<file path="config.mk">
export PLATFORM = sky130hd
export DESIGN_NAME = ctxt_writer
export DESIGN_NICKNAME = d
export VERILOG_FILES = /design/src/rtl/ctxt_writer.sv
export SDC_FILE = /design/constraint.sdc
export NUM_CORES = 1
export LEC_CHECK = 0
export CAP_MARGIN = 0
export CORE_UTILIZATION = 35
export CTS_CLUSTER_SIZE = 28
export DETAILED_ROUTE_END_ITERATION = 10
export SETUP_SLACK_MARGIN = 0.05
export SYNTH_ARGS = -nofsm -noshare
export SYNTH_HDL_FRONTEND = slang
export SYNTH_SLANG_ARGS = --single-unit
</file>
<file path="constraint.sdc">
create_clock -name clk -period 4.2 [get_ports clk]
set_input_delay 0.84 -clock clk [delete_from_list [all_inputs] [get_ports clk]]
set_output_delay 0.84 -clock clk [all_outputs]
set_load 0.02 [all_outputs]
</file>
<file path="src/rtl/ctxt_writer.sv">
// Byte-stream writer for the colour text-mode screen RAM: cursor, attribute, clears.
// Optional cursor-load port is enabled by defining CTXT_WRITER_CURPOS_EN.
module ctxt_writer #(
  parameter int COLS = 80,
  parameter int ROWS = 30
) (
  input  logic        clk,
  input  logic        rst,
  input  logic [7:0]  in_data,
  input  logic        in_valid,
  output logic        in_ready,
  input  logic [7:0]  attr_in,
  input  logic        attr_we,
`ifdef CTXT_WRITER_CURPOS_EN
  input  logic        cur_set,
  input  logic [6:0]  cur_col,
  input  logic [4:0]  cur_row,
`endif
  output logic [15:0] scr_addr,
  output logic [7:0]  scr_wdata,
  output logic        scr_we,
  output logic        busy
);

  // Handshake: a byte transfers on a rising edge where in_valid & in_ready are both 1;
  // in_ready is high only in IDLE, so every accepted byte is decoded from IDLE.

  typedef enum logic [2:0] {IDLE, WR_CHR, WR_ATTR, CLR_SCR, CLR_LINE} state_t;

  localparam logic [6:0] COL_MAX = 7'(COLS - 1);
  localparam logic [4:0] ROW_MAX = 5'(ROWS - 1);

  state_t      state_q, state_d;
  logic [6:0]  col_q, col_d;
  logic [4:0]  row_q, row_d;
  logic [7:0]  attr_q, attr_d;
  logic [15:0] scr_addr_q, scr_addr_d;
  logic [7:0]  scr_wdata_q, scr_wdata_d;
  logic        scr_we_q, scr_we_d;
  logic        in_ready_q;
  logic        busy_q;

  logic [6:0]  cur_c;
  logic [4:0]  cur_r;
  logic [6:0]  walk_col;
  logic [4:0]  walk_row;
  logic        accept;
  logic        printable;

  always_comb begin
    state_d     = state_q;
    col_d       = col_q;
    row_d       = row_q;
    attr_d      = attr_we ? attr_in : attr_q;
    scr_we_d    = 1'b0;
    scr_addr_d  = scr_addr_q;
    scr_wdata_d = scr_wdata_q;
    cur_c       = col_q;
    cur_r       = row_q;
`ifdef CTXT_WRITER_CURPOS_EN
    if (state_q == IDLE && cur_set) begin
      cur_c = (cur_col > COL_MAX) ? COL_MAX : cur_col;
      cur_r = (cur_row > ROW_MAX) ? ROW_MAX : cur_row;
    end
`endif
    accept    = in_valid && in_ready_q;
    printable = (in_data >= 8'h20) && (in_data != 8'h7F);
    // During clears the current write address doubles as the walk position.
    walk_col  = scr_addr_q[7:1];
    walk_row  = scr_addr_q[12:8];

    case (state_q)
      IDLE: begin
        col_d = cur_c;
        row_d = cur_r;
        if (accept) begin
          if (printable) begin
            state_d     = WR_CHR;
            scr_we_d    = 1'b1;
            scr_addr_d  = {3'b000, cur_r, cur_c, 1'b1};
            scr_wdata_d = in_data;
          end else begin
            case (in_data)
              8'h0D: col_d = 7'd0;
              8'h0A: begin
                col_d = 7'd0;
                if (cur_r == ROW_MAX) begin
                  row_d       = 5'd0;
                  state_d     = CLR_LINE;
                  scr_we_d    = 1'b1;
                  scr_addr_d  = 16'h0001;
                  scr_wdata_d = 8'h20;
                end else begin
                  row_d = cur_r + 5'd1;
                end
              end
              8'h08: if (cur_c != 7'd0) col_d = cur_c - 7'd1;
              8'h0C: begin
                col_d       = 7'd0;
                row_d       = 5'd0;
                state_d     = CLR_SCR;
                scr_we_d    = 1'b1;
                scr_addr_d  = 16'h0001;
                scr_wdata_d = 8'h20;
              end
              default: ;
            endcase
          end
        end
      end
      WR_CHR: begin
        state_d     = WR_ATTR;
        scr_we_d    = 1'b1;
        scr_addr_d  = {scr_addr_q[15:1], 1'b0};
        scr_wdata_d = attr_d;
      end
      WR_ATTR: begin
        state_d = IDLE;
        if (col_q == COL_MAX) begin
          col_d = 7'd0;
          if (row_q == ROW_MAX) begin
            row_d       = 5'd0;
            state_d     = CLR_LINE;
            scr_we_d    = 1'b1;
            scr_addr_d  = 16'h0001;
            scr_wdata_d = 8'h20;
          end else begin
            row_d = row_q + 5'd1;
          end
        end else begin
          col_d = col_q + 7'd1;
        end
      end
      CLR_SCR, CLR_LINE: begin
        if (scr_addr_q[0]) begin
          scr_we_d    = 1'b1;
          scr_addr_d  = {scr_addr_q[15:1], 1'b0};
          scr_wdata_d = attr_d;
        end else if (walk_col != COL_MAX) begin
          scr_we_d    = 1'b1;
          scr_addr_d  = {3'b000, walk_row, walk_col + 7'd1, 1'b1};
          scr_wdata_d = 8'h20;
        end else if (state_q == CLR_SCR && walk_row != ROW_MAX) begin
          scr_we_d    = 1'b1;
          scr_addr_d  = {3'b000, walk_row + 5'd1, 7'd0, 1'b1};
          scr_wdata_d = 8'h20;
        end else begin
          state_d = IDLE;
        end
      end
      default: state_d = IDLE;
    endcase
  end

  always_ff @(posedge clk) begin
    if (rst) begin
      state_q     <= IDLE;
      col_q       <= 7'd0;
      row_q       <= 5'd0;
      attr_q      <= 8'h70;
      scr_addr_q  <= 16'h0000;
      scr_wdata_q <= 8'h00;
      scr_we_q    <= 1'b0;
      in_ready_q  <= 1'b0;
      busy_q      <= 1'b0;
    end else begin
      state_q     <= state_d;
      col_q       <= col_d;
      row_q       <= row_d;
      attr_q      <= attr_d;
      scr_addr_q  <= scr_addr_d;
      scr_wdata_q <= scr_wdata_d;
      scr_we_q    <= scr_we_d;
      in_ready_q  <= (state_d == IDLE);
      busy_q      <= (state_d != IDLE);
    end
  end

  assign in_ready  = in_ready_q;
  assign busy      = busy_q;
  assign scr_addr  = scr_addr_q;
  assign scr_wdata = scr_wdata_q;
  assign scr_we    = scr_we_q;

endmodule

</file>
Word level (Yosys, flattened, before mapping) --
Index checks and enable logic that the tools add are counted. Widths: inputs -> output; s select.
Storage, ports and cells: bits in registers 50, output and inout port bits 27, logic and storage cells 111
Operators by class: add/subtract/negate cells 5, order comparisons 1, eq/ne operators 25, muxes and demuxes 50, bitwise gates (word level) 1, reductions and logical operators 18
Operator list (count):
- $mux 16 | 7
- $mux 8 | 8
- $pmux 16 s4 | 1
- $eq 8x4->1 const B | 4
- $pmux 16 s2 | 1
- $pmux 8 s4 | 1
- $mux 7 | 4
- $pmux 7 s2 | 2
- $mux 3 | 8
- $mux 5 | 4
- $pmux 5 s2 | 2
- $pmux 8 s2 | 1
- $reduce_and 5->1 | 3
- $add 7x1->7 const B | 2
- $ne 2x2->1 const B | 6
- $pmux 3 s4 | 1
- $add 5x1->5 const B | 2
- $ge 8x6->1 const B | 1
- $ne 8x7->1 const B | 1
- $reduce_and 8->1 | 1
- $eq 7x7->1 const B | 1
- $mux 1 | 7
- $ne 7x7->1 const B | 1
- $reduce_and 7->1 | 1
- other kinds (24) | 30

Depth between registers and ports, before layout --
Gate-level depths: netlist of the first run.
depth in word-level cells 7, mapped depth 10, depth with buffers taken out 8

Worst setup path after synthesis of the first run --
Ideal clock, no wire load.
kind input to register, start input port in_data[5], end register scr_addr_q[10] (netlist: scr_addr[10]), library setup time 70 ps, data arrival time 2601 ps, data required time 4130 ps, path slack 1529 ps, stages on the path 7, cells stage by stage or3_4 -> o41ai_4 -> o32ai_1 -> or3_1 -> buf_2 -> o32ai_1 -> o2bb2ai_1
On the way: longest elaborated chain between the ends 5
RTL lines:
- from (decl) | line 9 | input logic [7:0] in_data,
- $ge 8x6->1, or another cell as far along | line 67 | printable = (in_data >= 8'h20) && (in_data != 8'h7F);
- $logic_and 1x1->1 / $pmux 16 s2 (equally long branches) | line 67, 83
- $mux 16 | line 77 | if (printable) begin
- $mux 16 | line 76 | if (accept) begin
- $pmux 16 s4 | line 72 | case (state_q)
- to (signal assigned) | line 171 | scr_addr_q <= scr_addr_d;
- to (decl) | line 37 | logic [15:0] scr_addr_q, scr_addr_d;
Parallel ways exist; a longest one is shown, timed or not. The select of a mux whose other input is x is not followed. A chain may end at the register's enable or synchronous reset.

Worst setup path in the final report of the first run --
Ends and elaborated chain as after synthesis.

==> reports/metrics.csv, run 1 <==
metric,value,unit
status,"finished, final reports clean",
grt_pass1_wl,14000,um
swShare,0.284,
gp_congestion,0.882,
vias,2928,
worst_pin_slew,0.716,ns
synthArstFlopShare,0,
muxShareOfSynthArea,0.0335,
holdWs,0.473,ns
die-area,8910,um2
cts-root-buf,clkbuf_8,
syn_area,2990,um2
placed_cells,508,
seqPwrFrac,0.519,
core,8260,um2
synth-simple-area-share,0.254,
fin_nets,438,
yosysTopAreaCellShare,0.335,
dpl-instance-area,3530,um2
avgViaCountPerCell,5.67,
syn_area_per_cell,7.97,um2
cts_resized,0,
synth_common_cells,"dfxtp_1 (50), a21oi_1 (42), nor2_1 (39)",
final_cells,516,
synthAdderAreaFrac,0.0335,
min_period,3.08,ns
peakVddDrop,0.000132,V
synth-compound-area-share,0.287,
drtAntennaViolNets,0,
finalClockSkew,0.00447,ns
portBuffers,46,
initial_core_util,0.362,
path_clk_slew,0.09,ns
hp-class,reg -> reg,
clk_latency,0.31,ns
cp-start-kind,primary input,
arrival,3.33,ns
combPwrFrac,0.165,
cts_tree,done,
clkPwrFrac,0.316,
dp_hpwl,6130,um
drc,0,
gr-usage-all-layers,0.199,
area_delta_synth_final,21.3,%
wire_per_inst,16.1,um
htreeDepth,2,
p_sw,0.000276,W
syn_nets,403,
yosysUniqueCellTypes,60,
setup_viol,0,
rows,33,
yosysTopAreaCell,dfxtp_1,
finalCritPeriodShare,0.734,
die_h,94.4,um
synth_top_family_by_area,compound AO/OA/AOI/OAI gates,
powerDensity,268,nW/um2
grt_pass1_vias,2795,
slew_viol_final,0,
post_cts_buffers,0,
drt_first_pass_iters,4,
chipWidth,94.4,um
postCtsHoldBufs,0,
hold_viol,0,
synthCells,375,
numClockSinks,50,
worstPathMaxFanout,6,
synth_seq_cells,50,
drv_cap,0,
yosys.area_share.xor_xnor,0.0176,
synth_most_common_cell,dfxtp_1,
grt_max_degree,20,
dominantRegCellSynth,dfxtp_1,
end_kind,flop,
antenna_cells,0,
r2r_slack,1.46,ns
relSlewSlack,0.520,
leakagePower,1.29,nW
layout-drive-gt1-share,0.0511,
ys_seq_area_frac,0.335,
synth_edf_count,0,
cts_buffer_depth,2,
drt_iter0_drc,151,
setup_tns,0,ns
netlist_top_cells_area,"dfxtp_1 (33%), a21oi_1 (7.0%), nor2_1 (4.9%)",
yosys_warnings,0,
intPower,0.000695,W
cp.required,4.45,ns
fmax,0.324,GHz
crit_type,in -> reg,
grt_overflow,0,
cts_made_buffers,5,
antenna_found_initial,0,
io_pins,47,
final_area,3620,um2
rsz0062_at_grt,false,
wl,8320,um
[kinds of logic after synthesis]
kind of cell	Yosys count
adders and majority gates	8
AOI/OAI and AO/OA	124
DFF	50
buffers and inverters	30
and+or+nand+nor	147
xor gates and xnor gates	6
muxes	10
[power by group through the flow]
stage	clock (W)	combinational (W)	sequential, W
floorplan	0	0.0000861	0.000521
detailed placement	0	0.000159	0.000514
CTS	0.000319	0.000160	0.000504
finish	0.000307	0.000160	0.000503
global route	0.000338	0.000175	0.000506
global placement	0	0.000159	0.000514
[through the flow]
stage                     total power (W)   util  setup WS (ns)
final                            0.000971  0.439           1.12
after floorplan                  0.000607      -           1.53
after global routing              0.00102  0.439          0.988
after CTS                        0.000983  0.439           1.13
after detailed placement         0.000673  0.427          0.838
after global placement           0.000673  0.427          0.878
[final timing paths]
check	start	end	depth (start not counted)
max	in_data[5]	scr_addr[10]$_SDFFE_PP0P_	7
min	scr_addr[14]$_SDFFE_PP0P_	scr_addr[14]$_SDFFE_PP0P_	1
max reg2reg	state_q[1]$_SDFF_PP0_	scr_addr[14]$_SDFFE_PP0P_	6
min reg2reg	scr_addr[14]$_SDFFE_PP0P_	scr_addr[14]$_SDFFE_PP0P_	1
[metal layers]
| layer | vias to the layer above | track usage | part of all wire |
|---|---|---|---|
| met5 | - | 0 | 0 |
| met1 | 1375 | 0.266 | 0.48 |
| li1 | 1455 | - | - |
| met3 | 14 | 0.0354 | 0.048 |
| met4 | 0 | 0.0654 | 0.022 |
| met2 | 84 | 0.323 | 0.45 |
[flip-flops by register name, summed over array words and instances (netlist names), 3 cells and up]
signal,cells
state_q,3
cur_r,5
scr_addr,16
scr_wdata,8
col_q,7
attr_q,8
[final cells by class]
type / instances / area (um2)
Clock buffer: 6 / 82.6
Clock inverter: 2 / 16.3
Fill cell: 862 / 4630
Inverter: 7 / 26.3
Multi-Input combinational cell: 295 / 1870
Sequential cell: 50 / 1000
Tap cell: 105 / 131
Timing Repair Buffer: 51 / 498
[critical path, stage by stage]
cell and delay [ns]:
clkdlybuf4s50_1 0.47, or3_4 0.43, o41ai_4 0.43, o32ai_1 0.23, or3_1 0.50, o32ai_1 0.30, o2bb2ai_1 0.14
[layout by cell type (no fill, tap or decap), types with 9 or more instances in the layout]
cell type / synthesis / layout
a21oi_1: 42 / 42
clkdlybuf4s50_1: 0 / 46
dfxtp_1: 50 / 50
mux2i_1: 10 / 10
nand2_1: 29 / 29
nand3_1: 11 / 11
nor2_1: 39 / 39
nor2b_1: 9 / 9
nor3_1: 15 / 15
o2bb2ai_1: 13 / 13
Note: power is estimated with default switching activity, not from simulation.
==> inputs of run 2 (changes only) <==
clock period = 3 ns   (was 4.2 ns; I/O delays follow)
==> run 2 against run 1 <==
  * Via count up 3.0%
  * Critical endpoint unchanged
  * Utilization rose by 1.8 points
  * Cell area increased by 4.1%
  * Non-clock buffer count rose by 18
  * Global-route usage is 0.14 points lower
  * Critical path depth is the same
  * Clock skew fell by 0.0014 ns
  * Sequential share of layout area down 1.1 points
  * First-iteration DRC count rose by 32%
  * Clock power up 60%
==> reports/metrics.csv, run 2 (synthesized netlist as in run 1, its figures left out) <==
metric,value,unit,change
status,"finished, final reports clean",,
post_cts_buffers,0,,unchanged
postCtsHoldBufs,0,,unchanged
antenna_found_initial,0,,unchanged
crit_family,compound AO/OA/AOI/OAI gates,,
grt_pass1_vias,2797,,+0.072%
vias,3015,,+3.0%
slowest_stage,or3_1,,
wl,8520,um,+2.4%
crit_chain,"clkdlybuf4s50_1, or3_4, o41ai_4, o32ai_1, or3_1, o32ai_1, o2bb2ai_1",,
slew_viol_final,0,,unchanged
hp-class,reg -> reg,,
antenna_cells,0,,unchanged
drc,0,,unchanged
fill_cells,854,,-0.93%
reg2reg_to,scr_addr[3]$_SDFFE_PP0P_,,
cp-start-kind,primary input,,
worstPathMaxFanout,5,,-1
fmax,0.385,GHz,
rsz0062_at_grt,false,,
drt_first_pass_iters,4,,unchanged
cts-root-buf,clkbuf_8,,
fin_nets,456,,+4.1%
leakagePower,1.39,nW,+7.7%
cts_made_buffers,5,,unchanged
cts_buffer_depth,2,,unchanged
hold_viol,0,,unchanged
cpMostUsedCell,o32ai_1,,
path_depth,7,,unchanged
startpoint,in_data[5],,
powerDensity,382,nW/um2,+42%
dp_hpwl,6360,um,+3.8%
drv_cap,0,,unchanged
dpl-instance-area,3660,um2,+3.8%
worst_pin_slew,0.586,ns,-0.130 ns
mostFrequentLayoutCells,"dfxtp_1 (50), clkdlybuf4s50_1 (46), a21oi_1 (42)",,
r2r_cells,7,,+1
peakVddDrop,0.000172,V,+30%
grt_max_degree,22,,+10%
r2r_slack,0.52,ns,-0.94 ns
path_clk_slew,0.10,ns,about the same
clk_latency,0.30,ns,about the same
drt_iter0_drc,199,,+32%
cts_resized,0,,unchanged
io_pins,47,,unchanged
htreeDepth,2,,unchanged
area_delta_synth_final,26.2,%,
gp_congestion,0.889,,+0.79%
setup_viol,0,,unchanged
die-area,8910,um2,unchanged
core,8260,um2,unchanged
grt_overflow,0,,unchanged
die_h,94.4,um,unchanged
crit_buf_inv,1,,unchanged
finalClockSkew,0.00310,ns,-0.00137 ns
layout-drive-gt1-share,0.0909,,+0.0398
portBuffers,46,,unchanged
cts_tree,done,,
initial_core_util,0.362,,unchanged
grt_pass1_wl,13900,um,-0.64%
finalCritPeriodShare,0.865,,
crit_type,in -> reg,,
cpPeakStageDelay,0.43,ns,-0.07 ns
final_area,3770,um2,+4.1%
min_period,2.59,ns,
final_common_cell,dfxtp_1,,
setup_tns,0,ns,unchanged
rows,33,,unchanged
drtAntennaViolNets,0,,unchanged
avgViaCountPerCell,5.65,,-0.50%
end_kind,flop,,
reg2reg_from,state_q[1]$_SDFF_PP0_,,
relSlewSlack,0.606,,+0.0865
cp.required,3.24,ns,-1.21 ns
gr-usage-all-layers,0.198,,-0.00139
chipWidth,94.4,um,unchanged
arrival,2.84,ns,-0.49 ns
numClockSinks,50,,unchanged
largest_register_ffs,16,,unchanged
crit_path_end,scr_addr[10]$_SDFFE_PP0P_,,
wire_per_inst,15.9,um,-1.1%
run 2: per-layer routing:
metal / up-vias / track usage / wire length (um) / part of all wire
li1: 1496 / - / - / -
met1: 1419 / 0.270 / 4020 / 0.47
met2: 86 / 0.322 / 3990 / 0.47
met3: 14 / 0.0282 / 375 / 0.044
met4: 0 / 0.0603 / 129 / 0.015
met5: - / 0 / 0 / 0
run 2: power breakdown:
part | total (W) | internal, W | leakage [nW] | switching [W]
clock | 0.000492 | 0.000250 | 0.0585 | 0.000242
combinational | 0.000243 | 0.000111 | 0.928 | 0.000132
sequential | 0.000705 | 0.000686 | 0.406 | 0.0000194
run 2: worst min-delay path by stage:
stage | startpoint | end | slack, ns | cells past startpoint
after floorplan | attr_q[5]$_SDFF_PP1_ | attr_q[5]$_SDFF_PP1_ | 0.44 | 2
after global placement | scr_addr[15]$_SDFFE_PP0P_ | scr_addr[15]$_SDFFE_PP0P_ | 0.45 | 1
after detailed placement | scr_wdata[7]$_SDFFE_PP0P_ | scr_wdata[7]$_SDFFE_PP0P_ | 0.45 | 1
after CTS | scr_addr[15]$_SDFFE_PP0P_ | scr_addr[15]$_SDFFE_PP0P_ | 0.48 | 1
after global routing | scr_wdata[4]$_SDFFE_PP0P_ | scr_wdata[4]$_SDFFE_PP0P_ | 0.49 | 1
final | scr_wdata[7]$_SDFFE_PP0P_ | scr_wdata[7]$_SDFFE_PP0P_ | 0.47 | 1
run 2: per-stage QoR:
step	instances	total power, W	util	hold WS (ns)	setup slack [ns]
after detailed placement	526	0.000961	0.443	0.446	0.0960
after global routing	534	0.00150	0.457	0.491	0.292
final	534	0.00144	0.457	0.474	0.405
after CTS	534	0.00146	0.457	0.476	0.419
after global placement	526	0.000960	0.443	0.446	0.125
after floorplan	375	0.000850	-	0.438	0.569
run 2: area by class of cell:
class | instances | area [um2] | share of cell area
multi-input cells | 295 | 1870 | 0.495
flip-flops and latches | 50 | 1000 | 0.265
repair buffers | 69 | 633 | 0.168
well taps | 105 | 131 | 0.0348
clock buffers | 5 | 68.8 | 0.0182
clock inverters | 3 | 43.8 | 0.0116
inverters | 7 | 26.3 | 0.00696
